**config.mk**
```make
export PLATFORM = sky130hd
export DESIGN_NAME = chan_deframer
export DESIGN_NICKNAME = d
export VERILOG_FILES = /design/src/rtl/chan_deframer.sv
export SDC_FILE = /design/constraint.sdc
export NUM_CORES = 1
export LEC_CHECK = 0
export CORE_MARGIN = 5
export CORE_UTILIZATION = 58
export CTS_CLUSTER_DIAMETER = 30
export DETAILED_ROUTE_END_ITERATION = 10
export DONT_BUFFER_PORTS = 1
export PLACE_DENSITY = 0.79
export SYNTH_ARGS = -nofsm -noshare
export SYNTH_HDL_FRONTEND = slang
export SYNTH_SLANG_ARGS = --single-unit
```
**constraint.sdc**
```tcl
create_clock -name aclk -period 10.5 [get_ports aclk]
set_clock_uncertainty 0.15 [all_clocks]
set_input_delay 2.1 -clock aclk [delete_from_list [all_inputs] [get_ports aclk]]
set_output_delay 2.1 -clock aclk [all_outputs]
set_load 0.02 [all_outputs]
```
**src/rtl/chan_deframer.sv**
```systemverilog
// chan_deframer
// Receive-side deframer for the multi-channel DDC sample stream. Serialized
// samples (I0, Q0, I1, Q1, ... I(N-1), Q(N-1), repeating) are re-paired per
// channel. Each pair is tagged with its channel index and an end-of-frame
// flag, then queued in a first-word-fall-through FIFO that feeds an
// AXI-stream master.
//
// Ports:
//   aclk, rst         clock (rising edge) and synchronous active-high reset
//   s_data/s_valid    input sample stream; it has no ready and cannot be stalled
//   s_first           qualified by s_valid; marks the I sample of channel 0
//   m_axis_tdata      {Q, I}, with I in the low half
//   m_axis_tuser      channel index of the pair
//   m_axis_tlast      high on channel NUM_CHANS-1
//   m_axis_tvalid/m_axis_tready  AXI-stream handshake
//   ovf_count         words dropped on a full FIFO (saturating)
//   sync_err_count    resync events (saturating)
//   locked            high once a frame start has been seen since reset
//
// Handshake: a word transfers at a rising edge where m_axis_tvalid and
// m_axis_tready are both high. While tvalid is high and tready is low, the
// presented word is held unchanged and tvalid stays high.
module chan_deframer #(
    parameter int SAMP_WIDTH = 16,
    parameter int NUM_CHANS  = 13,
    parameter int CHAN_WIDTH = 4,
    parameter int FIFO_DEPTH = 32
) (
    input  logic                    aclk,
    input  logic                    rst,
    input  logic [SAMP_WIDTH-1:0]   s_data,
    input  logic                    s_valid,
    input  logic                    s_first,
    output logic [2*SAMP_WIDTH-1:0] m_axis_tdata,
    output logic [CHAN_WIDTH-1:0]   m_axis_tuser,
    output logic                    m_axis_tlast,
    output logic                    m_axis_tvalid,
    input  logic                    m_axis_tready,
    output logic [15:0]             ovf_count,
    output logic [15:0]             sync_err_count,
    output logic                    locked
);

    localparam int NUM_SLOTS = 2 * NUM_CHANS;
    localparam int SLOT_W    = (NUM_SLOTS > 1) ? $clog2(NUM_SLOTS) : 1;
    localparam int ADDR_W    = (FIFO_DEPTH > 1) ? $clog2(FIFO_DEPTH) : 1;
    localparam int WORD_W    = 1 + CHAN_WIDTH + 2 * SAMP_WIDTH;

    localparam logic [SLOT_W-1:0]     LAST_SLOT = SLOT_W'(NUM_SLOTS - 1);
    localparam logic [SLOT_W-1:0]     SLOT_ONE  = SLOT_W'(1);
    localparam logic [CHAN_WIDTH-1:0] LAST_CHAN = CHAN_WIDTH'(NUM_CHANS - 1);
    localparam logic [ADDR_W:0]       PTR_ONE   = (ADDR_W + 1)'(1);
    localparam logic [ADDR_W:0]       FULL_OCC  = (ADDR_W + 1)'(FIFO_DEPTH);

    logic [SLOT_W-1:0]     slot;
    logic [SAMP_WIDTH-1:0] i_hold;
    logic                  locked_r;

    // Pointers carry one extra bit so that full and empty are distinguishable.
    logic [WORD_W-1:0]     mem [FIFO_DEPTH];
    logic [ADDR_W:0]       wr_ptr;
    logic [ADDR_W:0]       rd_ptr;
    logic [ADDR_W:0]       occ;

    logic                  empty;
    logic                  full;
    logic                  pop;
    logic                  resync;
    logic                  push_req;
    logic                  push;
    logic [CHAN_WIDTH-1:0] chan;
    logic [WORD_W-1:0]     wr_word;
    logic [WORD_W-1:0]     rd_word;

    always_comb begin
        occ      = wr_ptr - rd_ptr;
        empty    = (occ == '0);
        full     = (occ == FULL_OCC);
        pop      = !empty && m_axis_tready;
        // A frame start in any slot other than 0 restarts the frame.
        resync   = s_valid && s_first && locked_r && (slot != '0);
        chan     = CHAN_WIDTH'(slot >> 1);
        // Only an odd slot completes a pair. On a resync the sample becomes
        // a new I, so the partial pair is never pushed.
        push_req = s_valid && locked_r && !resync && slot[0];
        // A pop at the same edge frees the slot that the push needs.
        push     = push_req && (!full || pop);
        wr_word  = {(chan == LAST_CHAN), chan, s_data, i_hold};
        rd_word  = mem[rd_ptr[ADDR_W-1:0]];
    end

    // Outputs read zero while empty. Memory contents are never reset.
    assign m_axis_tvalid = !empty;
    assign {m_axis_tlast, m_axis_tuser, m_axis_tdata} = empty ? '0 : rd_word;
    assign locked = locked_r;

    always_ff @(posedge aclk) begin
        if (rst) begin
            slot           <= '0;
            i_hold         <= '0;
            locked_r       <= 1'b0;
            wr_ptr         <= '0;
            rd_ptr         <= '0;
            ovf_count      <= '0;
            sync_err_count <= '0;
        end else begin
            if (s_valid) begin
                if (!locked_r) begin
                    // Samples are discarded until the first frame start.
                    // The frame start itself is taken as slot 0.
                    if (s_first) begin
                        locked_r <= 1'b1;
                        i_hold   <= s_data;
                        slot     <= SLOT_ONE;
                    end
                end else if (resync) begin
                    i_hold <= s_data;
                    slot   <= SLOT_ONE;
                    if (sync_err_count != 16'hFFFF)
                        sync_err_count <= sync_err_count + 16'd1;
                end else begin
                    if (!slot[0])
                        i_hold <= s_data;
                    slot <= (slot == LAST_SLOT) ? '0 : slot + SLOT_ONE;
                end
            end
            if (push)
                wr_ptr <= wr_ptr + PTR_ONE;
            if (pop)
                rd_ptr <= rd_ptr + PTR_ONE;
            // A dropped word still advances the slot, so channel tags stay aligned.
            if (push_req && !push && (ovf_count != 16'hFFFF))
                ovf_count <= ovf_count + 16'd1;
        end
    end

    always_ff @(posedge aclk) begin
        if (push)
            mem[wr_ptr[ADDR_W-1:0]] <= wr_word;
    end

endmodule

```
==> results.sh <==
export IMPL_place_congestion=0.7675
export IMPL_crit_end="m_axis_tdata[4]"
export IMPL_syn_nets=2326
export IMPL_h_tree_depth=4
export IMPL_die_y_um=299.8
export IMPL_placed_cells=3294
export IMPL_wl_met1_mm=42.02
export IMPL_cts_resized=0
export IMPL_synth_edf_count=1184
export IMPL_wl_mm=125.5
export IMPL_drtPass1Iterations=6
export IMPL_max_cap_violations=0
export IMPL_yosysWarningCount=0
export IMPL_pin_count=92
export IMPL_final_area_mm2=0.05665
export IMPL_clk_pin_slew_worst_paths_ns=0.06
export IMPL_seq_area_mm2=0.03699
export IMPL_finalHoldViolations=0
export IMPL_multi_input_comb_area_mm2=0.01132
export IMPL_netlist_area_mm2=0.04870
export IMPL_final_cell_mix="1184 x edfxtp_1, 333 x mux4_2, 181 x clkbuf_16, 80 x nor2_1, 74 x a211oi_1"
export IMPL_outcome="complete, no violations"
export IMPL_max_freq_mhz=154.8
export IMPL_wl_met3_mm=15.01
export IMPL_critical_path_class="reg -> out"
export IMPL_place_ws_ns=4.859
export IMPL_synth_compound_area_share_pct=2.438
export IMPL_initial_core_util_pct=58.38
export IMPL_ys_seq_area_share_pct=75.92
export IMPL_stdcell_count=3635
export IMPL_post_cts_buffers=0
export IMPL_leakage_nw=17.32
export IMPL_wl_met2_mm=63.51
export IMPL_worstMarginPinSlew_ns=1.341
export IMPL_fill_cells=4713
export IMPL_wl_per_cell_um=34.52
export IMPL_timing_rr_end="mem[13][18]$_DFFE_PP_"
export IMPL_final_core_util_pct=67.91
export IMPL_grt_pass1_vias=26330
export IMPL_via_count=25120
export IMPL_synth_simple_area_share_pct=3.062
export IMPL_arrival_ns=4.21
export IMPL_drc_errors=0
export IMPL_hpwl_mm=57.66
export IMPL_clock_latency_ns=0.77
export IMPL_die_x_um=299.8
export IMPL_layout_commonest_cell="edfxtp_1"
export IMPL_cts_tree="built"
export IMPL_crit_required_ns=8.25
export IMPL_tns_ns=0
export IMPL_period_needed_ns=6.461
export IMPL_core_mm2=0.08342
export IMPL_layout_setup_ws_ns=4.039
export IMPL_cts_buffer_depth=3
export IMPL_port_buffers=0
export IMPL_nets=2433
export IMPL_drt_initial_drc_count=3554
export IMPL_ys_types=61
export IMPL_synth_area_per_cell_um2=21.27
export IMPL_grtUsageTotal_pct=28.35
export IMPL_crit_path_max_fanout=107
export IMPL_r2r_slack_ns=5.54
export IMPL_area_growth_syn_to_layout_pct=16.32
export IMPL_antenna_found_initial=2
export IMPL_finalMaxSlewViolations=0
export IMPL_vias_per_cell=6.911
export IMPL_r2r_cells=9
export IMPL_cts_root_buffer="clkbuf_16"
export IMPL_syn_inst=2290
export IMPL_max_vdd_ir_drop_uv=390.0
export IMPL_diodes=0
export IMPL_synth_top_family_by_area="multiplexers"
export IMPL_crit_path_end_kind="primary output"
export IMPL_setup_violations=0
export IMPL_synthFlopType="edfxtp_1"
export IMPL_fin_crit_sh_pct=61.53
export IMPL_ys_ff_latch=1255
export IMPL_grt_max_degree=159
export IMPL_place_area_mm2=0.05012
export IMPL_top_layer_used="met4"
export IMPL_start_kind="register"
export IMPL_power_density_mw_per_mm2=250.7
export IMPL_cts_buffers=180
export IMPL_rows=106
export IMPL_cts_sinks=1255
export IMPL_async_reset_ff_share_pct=0
export IMPL_rsz0062_at_grt="no"
export IMPL_relSlewSlack_pct=10.46
export IMPL_final_antenna_net_count=0
export IMPL_grt_first_pass_wirelength_mm=183.1
export IMPL_dieArea_mm2=0.08987
export IMPL_timing_rr_start="wr_ptr[2]$_SDFFE_PP0P_"
export IMPL_synth_mux_area_share_pct=16.31
export IMPL_gr_total_overflow=0
export IMPL_drive_gt1_share_pct=29.35
export IMPL_synthAdderAreaFrac_pct=0.3854
export IMPL_synth_xor_area_share_pct=0.5035
export IMPL_hold_path_class="reg -> reg"
export IMPL_cts_hold_buf=0
## how the worst min path moves through the flow
| stage | slack [ns] | start | cells past startpoint | end |
|---|---|---|---|---|
| final | 0.36 | rd_ptr[5]$_SDFFE_PP0N_ | 2 | rd_ptr[5]$_SDFFE_PP0N_ |
| after floorplan | 0.31 | rd_ptr[5]$_SDFFE_PP0N_ | 2 | rd_ptr[5]$_SDFFE_PP0N_ |
| after CTS | 0.36 | rd_ptr[5]$_SDFFE_PP0N_ | 2 | rd_ptr[5]$_SDFFE_PP0N_ |
| after global placement | 0.34 | rd_ptr[5]$_SDFFE_PP0N_ | 2 | rd_ptr[5]$_SDFFE_PP0N_ |
| after global routing | 0.38 | rd_ptr[5]$_SDFFE_PP0N_ | 2 | rd_ptr[5]$_SDFFE_PP0N_ |
| after detailed placement | 0.34 | rd_ptr[5]$_SDFFE_PP0N_ | 2 | rd_ptr[5]$_SDFFE_PP0N_ |
## through the flow
step                power [mW]  hold slack, ns
floorplan                7.446          0.3133
global placement         7.821          0.3384
detailed placement       7.867          0.3430
CTS                      14.28          0.3593
global route             14.66          0.3828
finish                   14.20          0.3614
## synthesized netlist by cell type (all sizes together) (2+ instances only)
cell	count	area (um2)
a211oi	74	555.5
a21oi	71	355.3
and2	4	25.02
and3	8	50.05
and4	5	43.79
buf	65	402.9
clkbuf	57	214.0
dfxtp	71	1421
edfxtp	1184	35550
ha	15	187.7
inv	14	52.55
mux2	4	45.04
mux2i	40	400.4
mux4	333	7500
nand2	55	206.5
nand2b	3	21.27
nand3	10	50.05
nand3b	5	37.54
nand4	10	62.56
nand4b	2	17.52
nor2	112	427.9
nor2b	46	287.8
nor3	13	81.33
nor4	2	12.51
nor4b	2	23.77
o2111ai	2	17.52
o211ai	3	27.52
o21a	2	15.01
o21ai	19	98.85
o31ai	2	15.01
or2	2	12.52
or3	13	86.33
xnor2	14	122.6
xor2	14	122.6
## where the power goes
group          internal, mW  total (mW)  switching, mW
registers              5.48        5.54         0.0647
logic                 0.996        2.26           1.27
clock network          3.92        6.40           2.47
total                  10.4        14.2           3.80
## critical path, stage by stage, from the launching register on
cell and delay (ns):
dfxtp_4 0.54, buf_12 0.64, mux4_2 0.60, nor2b_1 0.16, a211oi_1 0.28, a211oi_1 0.12, a21oi_1 0.71, nor2_1 0.27
## final cells by class
| type | count | share of cell area [%] |
|---|---|---|
| clock inverter | 138 | 3.262 |
| multi-input combinational | 899 | 19.98 |
| timing repair buffer | 47 | 0.7399 |
| inverter | 14 | 0.09276 |
| sequential | 1255 | 65.30 |
| tap | 1080 | 2.385 |
| clock buffer | 202 | 8.240 |
## cells by family (layout without fill, tap and decap cells)
family,Yosys count,count (layout)
flip-flops,1255,1255
multiplexers,377,377
AND/OR/NAND/NOR,297,297
AO/OA/AOI/OAI,182,182
buffers and inverters,136,401
XOR/XNOR,28,28
adder cells (fa/ha/maj),15,15
## flip-flops by register name, indices dropped and copies added, names as in the netlist, named ones only
| name | count |
|---|---|
| i_hold | 16 |
| slot | 5 |
| mem | 1184 |
| rd_ptr | 6 |
| locked | 1 |
| ovf_count | 16 |
| sync_err_count | 16 |
| wr_ptr | 6 |
## metal layers
| layer | track usage [%] | vias to the layer above |
|---|---|---|
| met5 | 0 | - |
| met4 | 10.43 | 0 |
| met3 | 7.394 | 356 |
| met2 | 46.99 | 1918 |
| met1 | 36.98 | 13040 |
| li1 | - | 9806 |
Note: power is estimated with default switching activity, not from simulation.
